File: src/rtl/ml_dsa_pkg.sv
// Shared ML-DSA arithmetic constants and the pointwise-multiplier FSM state type.
// The butterfly, INTT and pointwise stages all import this package.
package ml_dsa_pkg;

    localparam int BIT_LEN = 23;
    localparam int N       = 256;
    localparam int ADDR_W  = 8;
    localparam int CNT_W   = 9;
    localparam int PROD_W  = 2 * BIT_LEN;
    localparam int LAT     = 4;

    localparam logic [BIT_LEN-1:0] Q = BIT_LEN'(8380417);

    // Barrett constant floor(2^46 / Q). With it the quotient estimate is low by at most one.
    localparam int                BARRETT_SHIFT = 46;
    localparam int                QUOT_W        = 24;
    localparam logic [QUOT_W-1:0] BARRETT_M     = QUOT_W'(8396807);

    typedef enum logic [1:0] {
        ST_IDLE,
        ST_RUN,
        ST_FLUSH,
        ST_DONE
    } state_t;

endpackage

File: src/rtl/mod_q_barrett.sv
// Two-stage pipelined Barrett reducer: 46-bit product in, fully reduced 23-bit residue out.
// A valid bit travels alongside the data; "active" reports any valid held inside.
module mod_q_barrett
    import ml_dsa_pkg::*;
(
    input  logic               clk,
    input  logic               reset,
    input  logic               in_valid,
    input  logic [PROD_W-1:0]  x,
    output logic               out_valid,
    output logic [BIT_LEN-1:0] r,
    output logic               active
);

    localparam int MUL_W = PROD_W + QUOT_W;
    localparam int QQ_W  = QUOT_W + BIT_LEN;
    localparam int REM_W = BIT_LEN + 2;
    localparam logic [REM_W-1:0] Q_R = REM_W'(Q);

    logic [MUL_W-1:0]  xm;
    logic [QUOT_W-1:0] quot;
    logic [QUOT_W-1:0] s3_quot;
    logic [PROD_W-1:0] s3_x;
    logic              s3_valid;
    logic [QQ_W-1:0]   qq;
    logic [PROD_W-1:0] diff;
    logic [REM_W-1:0]  rem0;
    logic [REM_W-1:0]  rem1;
    logic [REM_W-1:0]  rem2;

    assign xm   = MUL_W'(x) * MUL_W'(BARRETT_M);
    assign quot = QUOT_W'(xm >> BARRETT_SHIFT);

    // The true remainder is below 3Q < 2^25, so only the low 25 bits of the difference matter.
    assign qq   = QQ_W'(s3_quot) * QQ_W'(Q);
    assign diff = s3_x - PROD_W'(qq);
    assign rem0 = REM_W'(diff);
    assign rem1 = (rem0 >= Q_R) ? rem0 - Q_R : rem0;
    assign rem2 = (rem1 >= Q_R) ? rem1 - Q_R : rem1;

    // NOTE: registers use non-blocking assignments so every flop samples pre-edge values.
    always_ff @(posedge clk or posedge reset) begin
        if (reset) begin
            s3_valid  <= 1'b0;
            s3_x      <= '0;
            s3_quot   <= '0;
            out_valid <= 1'b0;
            r         <= '0;
        end else begin
            s3_valid  <= in_valid;
            s3_x      <= x;
            s3_quot   <= quot;
            out_valid <= s3_valid;
            r         <= BIT_LEN'(rem2);
        end
    end

    assign active = s3_valid | out_valid;

endmodule

File: src/rtl/ntt_pointwise_mul.sv
// Pointwise NTT-domain multiply: a (stream) times b (sync-read memory), reduced mod Q.
// Fixed four-edge latency, one coefficient per cycle, done pulse after the 256th result.
module ntt_pointwise_mul
    import ml_dsa_pkg::*;
(
    input  logic               clk,
    input  logic               reset,
    input  logic               in_valid,
    input  logic [ADDR_W-1:0]  in_addr,
    input  logic [BIT_LEN-1:0] in_data,
    output logic [ADDR_W-1:0]  b_addr,
    input  logic [BIT_LEN-1:0] b_rdata,
    output logic               out_valid,
    output logic [ADDR_W-1:0]  out_addr,
    output logic [BIT_LEN-1:0] out_data,
    output logic               busy,
    output logic               done,
    output logic               err
);

    state_t             state;
    state_t             state_nxt;
    logic [CNT_W-1:0]   acc_cnt;
    logic [CNT_W-1:0]   acc_cnt_nxt;
    logic               err_nxt;
    logic               accept;
    logic               pipe_empty;

    logic               s1_valid;
    logic [BIT_LEN-1:0] s1_a;
    logic [ADDR_W-1:0]  s1_addr;
    logic               s2_valid;
    logic [PROD_W-1:0]  s2_prod;
    logic [ADDR_W-1:0]  s2_addr;
    logic [ADDR_W-1:0]  s3_addr;
    logic [ADDR_W-1:0]  s4_addr;
    logic               red_valid;
    logic [BIT_LEN-1:0] red_data;
    logic               red_active;

    // The memory registers this address on the same edge that stage 1 captures a.
    assign b_addr = in_addr;

    mod_q_barrett u_reduce (
        .clk       (clk),
        .reset     (reset),
        .in_valid  (s2_valid),
        .x         (s2_prod),
        .out_valid (red_valid),
        .r         (red_data),
        .active    (red_active)
    );

    assign pipe_empty = !(s1_valid || s2_valid || red_active);

    // NOTE: every signal written here gets a default first so no latch is inferred.
    always_comb begin
        state_nxt   = state;
        acc_cnt_nxt = acc_cnt;
        err_nxt     = err;
        accept      = 1'b0;
        case (state)
            ST_IDLE: begin
                if (in_valid) begin
                    accept      = 1'b1;
                    acc_cnt_nxt = CNT_W'(1);
                    err_nxt     = 1'b0;
                    state_nxt   = ST_RUN;
                end
            end
            ST_RUN: begin
                if (in_valid) begin
                    accept      = 1'b1;
                    acc_cnt_nxt = acc_cnt + 1'b1;
                    if (acc_cnt == CNT_W'(N - 1)) state_nxt = ST_FLUSH;
                end
            end
            ST_FLUSH: begin
                if (in_valid)   err_nxt   = 1'b1;
                if (pipe_empty) state_nxt = ST_DONE;
            end
            ST_DONE: begin
                if (in_valid) err_nxt = 1'b1;
                state_nxt = ST_IDLE;
            end
            default: state_nxt = ST_IDLE;
        endcase
    end

    always_ff @(posedge clk or posedge reset) begin
        if (reset) begin
            state   <= ST_IDLE;
            acc_cnt <= '0;
            err     <= 1'b0;
        end else begin
            state   <= state_nxt;
            acc_cnt <= acc_cnt_nxt;
            err     <= err_nxt;
        end
    end

    // Output register keeps the result stream launched directly from flops.
    always_ff @(posedge clk or posedge reset) begin
        if (reset) begin
            s1_valid  <= 1'b0;
            s1_a      <= '0;
            s1_addr   <= '0;
            s2_valid  <= 1'b0;
            s2_prod   <= '0;
            s2_addr   <= '0;
            s3_addr   <= '0;
            s4_addr   <= '0;
            out_valid <= 1'b0;
            out_addr  <= '0;
            out_data  <= '0;
        end else begin
            s1_valid  <= accept;
            s1_a      <= in_data;
            s1_addr   <= in_addr;
            s2_valid  <= s1_valid;
            s2_prod   <= PROD_W'(s1_a) * PROD_W'(b_rdata);
            s2_addr   <= s1_addr;
            s3_addr   <= s2_addr;
            s4_addr   <= s3_addr;
            out_valid <= red_valid;
            out_addr  <= s4_addr;
            out_data  <= red_data;
        end
    end

    assign busy = (state == ST_RUN) || (state == ST_FLUSH);
    assign done = (state == ST_DONE);

endmodule

File: config.mk
export PLATFORM = sky130hd
export DESIGN_NAME = ntt_pointwise_mul
export DESIGN_NICKNAME = d
export VERILOG_FILES = /design/src/rtl/ml_dsa_pkg.sv /design/src/rtl/mod_q_barrett.sv /design/src/rtl/ntt_pointwise_mul.sv
export SDC_FILE = /design/constraint.sdc
export NUM_CORES = 2
export LEC_CHECK = 0
export BUFFER_PORTS_ARGS = -buffer_cell sky130_fd_sc_hd__buf_2
export CAP_MARGIN = 20
export CORE_MARGIN = 10
export CORE_UTILIZATION = 42
export DETAILED_ROUTE_END_ITERATION = 7
export HOLD_SLACK_MARGIN = 0.06
export PLACE_DENSITY = 0.57
export REMOVE_ABC_BUFFERS = 1
export SETUP_SLACK_MARGIN = 0.15
export SYNTH_ARGS = -nofsm -noshare
export SYNTH_HDL_FRONTEND = slang
export SYNTH_SLANG_ARGS = --single-unit
File: constraint.sdc
create_clock -name clk -period 10.44 [get_ports clk]
set_clock_uncertainty 0.05 [all_clocks]
set_input_delay 0 -clock clk [delete_from_list [all_inputs] [get_ports clk]]
set_output_delay 0 -clock clk [all_outputs]
set_load 0.005 [all_outputs]
Word-level counts from Yosys, hierarchy flattened
Cells that the tools add are included.
{ "op_classes": {"addsub": 4, "mul": 3, "n_lt_le_gt_ge": 2, "n_eq_ne": 9, "n_mux": 15, "bitwise": 1, "n_reduce_logical": 11} }
{ "ops": {"columns": ["op", "n"], "rows": [
  ["46-bit by 24-bit multiplier with 70-bit output, second input constant", 1],
  ["25-bit by 23-bit >= comparator with 1-bit output, second input constant", 2],
  ["23-bit by 23-bit multiplier with 46-bit output", 1],
  ["24-bit by 23-bit multiplier with 25-bit output, second input constant", 1],
  ["25-bit two-way mux", 1],
  ["25-bit by 23-bit subtractor with 25-bit output, second input constant", 1],
  ["25-bit subtractor", 1],
  ["23-bit two-way mux", 1],
  ["23-bit subtractor, second input constant", 1],
  ["9-bit two-way mux", 2],
  ["9-bit one-hot mux with 2 select lines", 1],
  ["9-bit by 1-bit adder with 9-bit output, second input constant", 1],
  ["9-bit by 8-bit == test with 1-bit output, second input constant", 1],
  ["2-bit two-way mux", 4],
  ["2-bit inequality test, second input constant", 4],
  ["2-bit one-hot mux with 4 select lines", 1],
  ["3-bit AND reduction", 2],
  ["2-bit == test, second input constant", 2],
  ["1-bit two-way mux", 4],
  ["4-bit AND reduction", 1],
  ["2-bit nonzero test", 2],
  ["2-bit OR reduction", 2],
  ["1-bit logical OR", 3],
  ["2-bit by 1-bit == test with 1-bit output, second input constant", 1],
  ["4 further kinds", 4]
]} }
{ "totals": {"register_bits": 221, "in_bits": 57, "out_inout_bits": 43, "elab_cells": 64} }

Longest topological paths before layout
{ "logic_depth": {"word_depth": 6, "ltp_mapped": 31, "ltp_nobuf": 30} }

Cells and area by module
A second synthesis with hierarchy kept.
{ "unflattened": {"cells_unflattened": 3666, "hier_area_um2": 35785.6} }
{ "by_module_without_submodules": {"columns": ["module", "n_inst", "cells_each", "area_each_um2", "seq_area_each_um2"], "rows": [
  ["ntt_pointwise_mul", 1, 2227, 21613.2, 3678.5],
  ["mod_q_barrett", 1, 1439, 14172.3, 1851.8]
]} }

Worst setup path after synthesis
Ideal clock, no wire load.
{ "synth_path": {"path_kind": "reg2reg", "start": "register u_reduce.s3_quot[0]", "end": "register u_reduce.r[19]", "setup_time_ns": 0.135, "arrival_time_ns": 7.584, "required_time_ns": 10.255, "path_slack_ns": 2.672, "path_stages_with_launch": 25, "path_buffers": 1, "synth_period_minus_slack_ns": 7.768, "path_cell_list": "dfrtp_1 > fa_1 > inv_1 > fa_1 > fa_1 > fa_1 > fa_1 > inv_1 > fa_1 > fa_1 > inv_1 > ha_1 > nor2b_1 > inv_1 > o221a_2 > o211ai_1 > and2_1 > clkbuf_1 > a31oi_4 > o41a_1 > or3_1 > nor4_4 > nor2_1 > and3_1 > xnor2_1"} }
{ "synth_via": {"elab_chain_cells": 6, "word_cells_on_any_way": 8, "cone_classes": "add/sub: 3; mul: 1; order compare: 2; mux: 2"} }
{ "synth_lines": {"columns": ["element", "line", "text"], "rows": [
  ["start, declared", "mod_q_barrett.sv:22", "logic [QUOT_W-1:0] s3_quot;"],
  ["start signal, assigned", "mod_q_barrett.sv:52", "s3_quot <= quot;"],
  ["24-bit by 23-bit multiplier with 25-bit output *", "mod_q_barrett.sv:35", "assign qq = QQ_W'(s3_quot) * QQ_W'(Q);"],
  ["25-bit subtractor *", "mod_q_barrett.sv:36", "assign diff = s3_x - PROD_W'(qq);"],
  ["25-bit by 23-bit subtractor with 25-bit output / 25-bit by 23-bit >= comparator with 1-bit output (equally long branches)", "mod_q_barrett.sv:38", "assign rem1 = (rem0 >= Q_R) ? rem0 - Q_R : rem0;"],
  ["25-bit two-way mux *", "mod_q_barrett.sv:38", null],
  ["23-bit subtractor / 25-bit by 23-bit >= comparator with 1-bit output (equally long branches)", "mod_q_barrett.sv:39", "assign rem2 = (rem1 >= Q_R) ? rem1 - Q_R : rem1;"],
  ["23-bit two-way mux *", "mod_q_barrett.sv:39", null],
  ["named net u_reduce.rem2[19]", "mod_q_barrett.sv:29", "logic [REM_W-1:0] rem2;"],
  ["end signal, assigned", "mod_q_barrett.sv:54", "r <= BIT_LEN'(rem2);"],
  ["end, declared", "mod_q_barrett.sv:11", "output logic [BIT_LEN-1:0] r,"]
]} }
Mark *: on every way through the listed nets, which the timed path passes. The rest lies on a longest branch.
A chain may end at the register's enable or synchronous reset.

Worst setup path in the final report
Same ends and word-level chain as after synthesis.

==> results_dict.tcl <==
set metrics [dict create \
    cts_buffer_depth 3 \
    viasPerCell 5.041 \
    crit_fanout 14 \
    drv_cap 0 \
    grt_pass1_vias 25520 \
    diodes 0 \
    synthArstFlopShare_pct 100.0 \
    clock_latency_ns 0.61 \
    worstPathRequired_ns 10.86 \
    vias 24090 \
    synth_cell_type_count 80 \
    status "finished clean" \
    setup_viol 0 \
    cts-htree-levels 1 \
    area_delta_synth_final_pct 9.044 \
    tns_ns 0 \
    setup.worst_path.end "u_reduce.r[19]$_DFF_PP0_" \
    ys_ff_latch 221 \
    drt_wl_total_um 85980 \
    cts_sinks 221 \
    syn_area_per_cell_um2 9.743 \
    netlist_top_cells_area "fa_1 (34%), ha_1 (18%), dfrtp_1 (16%)" \
    tightest_slew_ns 1.164 \
    ys_warn_count 0 \
    startpoint "u_reduce.s3_quot[0]$_DFF_PP0_" \
    cts-root-buf "clkbuf_16" \
    die_h_um 308.5 \
    finalCritPeriodShare_pct 83.56 \
    r2r_start "u_reduce.s3_quot[0]$_DFF_PP0_" \
    rows 105 \
    fmax_mhz 114.6 \
    start_kind "flip-flop" \
    gr-total-overflow 0 \
    io_buffers 99 \
    yosysTopAreaCell "fa_1" \
    globalplace.congestion 0.8596 \
    die_w_um 308.5 \
    grt_max_degree 103 \
    hp-class "input pin to flip-flop" \
    drtIter0Drc 1313 \
    post_cts_buffers 0 \
    ys_seq_area_share_pct 15.82 \
    worstSetupPathType "flip-flop to flip-flop" \
    maxSlewViolCount 0 \
    synth_edf_count 0 \
    critPathCaptureType "flip-flop" \
    hold_viol 0 \
    r2r_end "u_reduce.r[19]$_DFF_PP0_" \
    yosysMostFrequentCell "inv_1" \
    post-dp-hpwl_um 66760 \
    drive_gt1_share_pct 5.365 \
    finalCriticalPeriod_ns 8.724 \
    die-area_mm2 0.09514 \
    drcViolationCount 0 \
    synth_commonest_cells "inv_1 (776), fa_1 (601), ha_1 (497)" \
    rsz0062_at_grt "no" \
    synthCells 3587 \
    cts_buffers 29 \
    antenna_found_initial 0 \
    rrSetupSlack_ns 1.72 \
    start_util_pct 42.49 \
    reg2reg_depth 23 \
    clk_pin_slew_worst_paths_ns 0.06 \
    syn_area_mm2 0.03495 \
    wl_per_cell_um 17.99 \
    detail-route-antenna-nets 0 \
    cts_tree "yes" \
    worstHoldStart "b_rdata[1]" \
    cts_resized 0 \
    core-area_mm2 0.08224 \
    drtPass1Iterations 5 \
    nNetsFinal 4841 \
    io_pins 100 \
    grt_use_total_pct 18.73 \
    synth_ff_type "dfrtp_1" \
    synth_top_cell_area_share_pct 34.43 \
    slew_headroom_pct 22.41 \
    grt_pass1_wl_um 140600 \
    worstPathArrival_ns 9.15 \
]
-- cell usage in the layout, fill, tap and decap left out, drive strengths merged, types with 87 or more instances in the layout --
cell / synthesis / routed
nand2: 435 / 435
buf: 16 / 126
dfrtp: 221 / 221
and2: 173 / 173
ha: 497 / 497
a21oi: 87 / 87
nor2: 100 / 100
xnor2: 91 / 91
inv: 776 / 782
fa: 601 / 601
-- registers in the layout, summed over array words and instances, names as in the netlist, 9 cells and up --
register	cells
acc_cnt	9
out_data	23
s1_a	23
s2_prod	46
u_reduce.r	23
u_reduce.s3_quot	24
u_reduce.s3_x	25
-- cells by family (layout without fill, tap and decap cells) --
kind of cell,count (synthesis),in the layout,share of synthesized area (%)
AO/OA/AOI/OAI,330,330,6.427
XOR/XNOR,124,124,3.108
adder cells (fa/ha/maj),1098,1098,52.22
buffers and inverters,900,1022,9.796
flip-flops,221,221,15.82
multiplexers,10,10,0.2936
AND/OR/NAND/NOR,904,904,12.33
-- per-layer routing --
| metal | global-route usage [%] | wire (um) | up-vias |
|---|---|---|---|
| met5 | 0 | 0 | - |
| met4 | 5.194 | 2650 | 0 |
| met3 | 2.885 | 5032 | 132 |
| met2 | 32.06 | 41500 | 650 |
| met1 | 24.35 | 36800 | 12010 |
| li1 | - | - | 11290 |
-- final cells by class --
cell class | count | area, um2
Clock buffer | 39 | 813.3
Clock inverter | 15 | 152.6
Fill cell | 7912 | 44130
Inverter | 776 | 2920
Multi-Input combinational cell | 2466 | 25990
Sequential cell | 221 | 5530
Tap cell | 1070 | 1339
Timing Repair Buffer | 192 | 1359
-- worst min path at each step --
stage	endpoint	slack, ns	depth (start not counted)
final	s2_prod[1]$_DFF_PP0_	0.16	3
after global routing	s2_prod[1]$_DFF_PP0_	0.13	3
after CTS	s2_prod[1]$_DFF_PP0_	0.08	3
after detailed placement	s1_a[3]$_DFF_PP0_	0.06	1
after global placement	s1_a[15]$_DFF_PP0_	0.06	1
after floorplan	b_addr[0]	-0.05	0
-- through the flow --
stage                     util, %  setup slack [ns]  instances  hold WS, ns  area (um2)
after global placement      44.36             1.831       4659      0.05850       36480
after detailed placement    44.36             1.739       4659      0.05935       36480
after global routing        46.34             1.200       4779       0.1302       38110
after CTS                   46.34             1.725       4779      0.08199       38110
final                       46.34             1.716       4779       0.1586       38110
after floorplan                 -             2.658       3463     -0.05000       34440
-- critical path, cell delays in order, from the launching register on --
cell and delay [ns]:
dfrtp_1 0.51, fa_1 0.66, inv_1 0.11, fa_1 0.52, fa_1 0.52, fa_1 0.51, fa_1 0.54, inv_1 0.05
fa_1 0.52, fa_1 0.55, inv_1 0.04, ha_1 0.32, o21a_1 0.13, o21ai_0 0.17, a32oi_1 0.09, xnor2_1 0.36
nand3_1 0.49, a31o_2 0.51, mux2i_1 0.26, or3_1 0.42, nor4_4 0.59, nor2_1 0.25, and3_1 0.27, xnor2_1 0.12
-- what timing repair did --
| item | in CTS | in global routing |
|---|---|---|
| hold endpoints to repair | 145 | 0 |
| endpoints found under the setup margin | 0 | 0 |
| hold buffers | 66 | 0 |
Power is not shown: default switching activity piles up to over one toggle a cycle in this logic, so the estimate is an artifact.
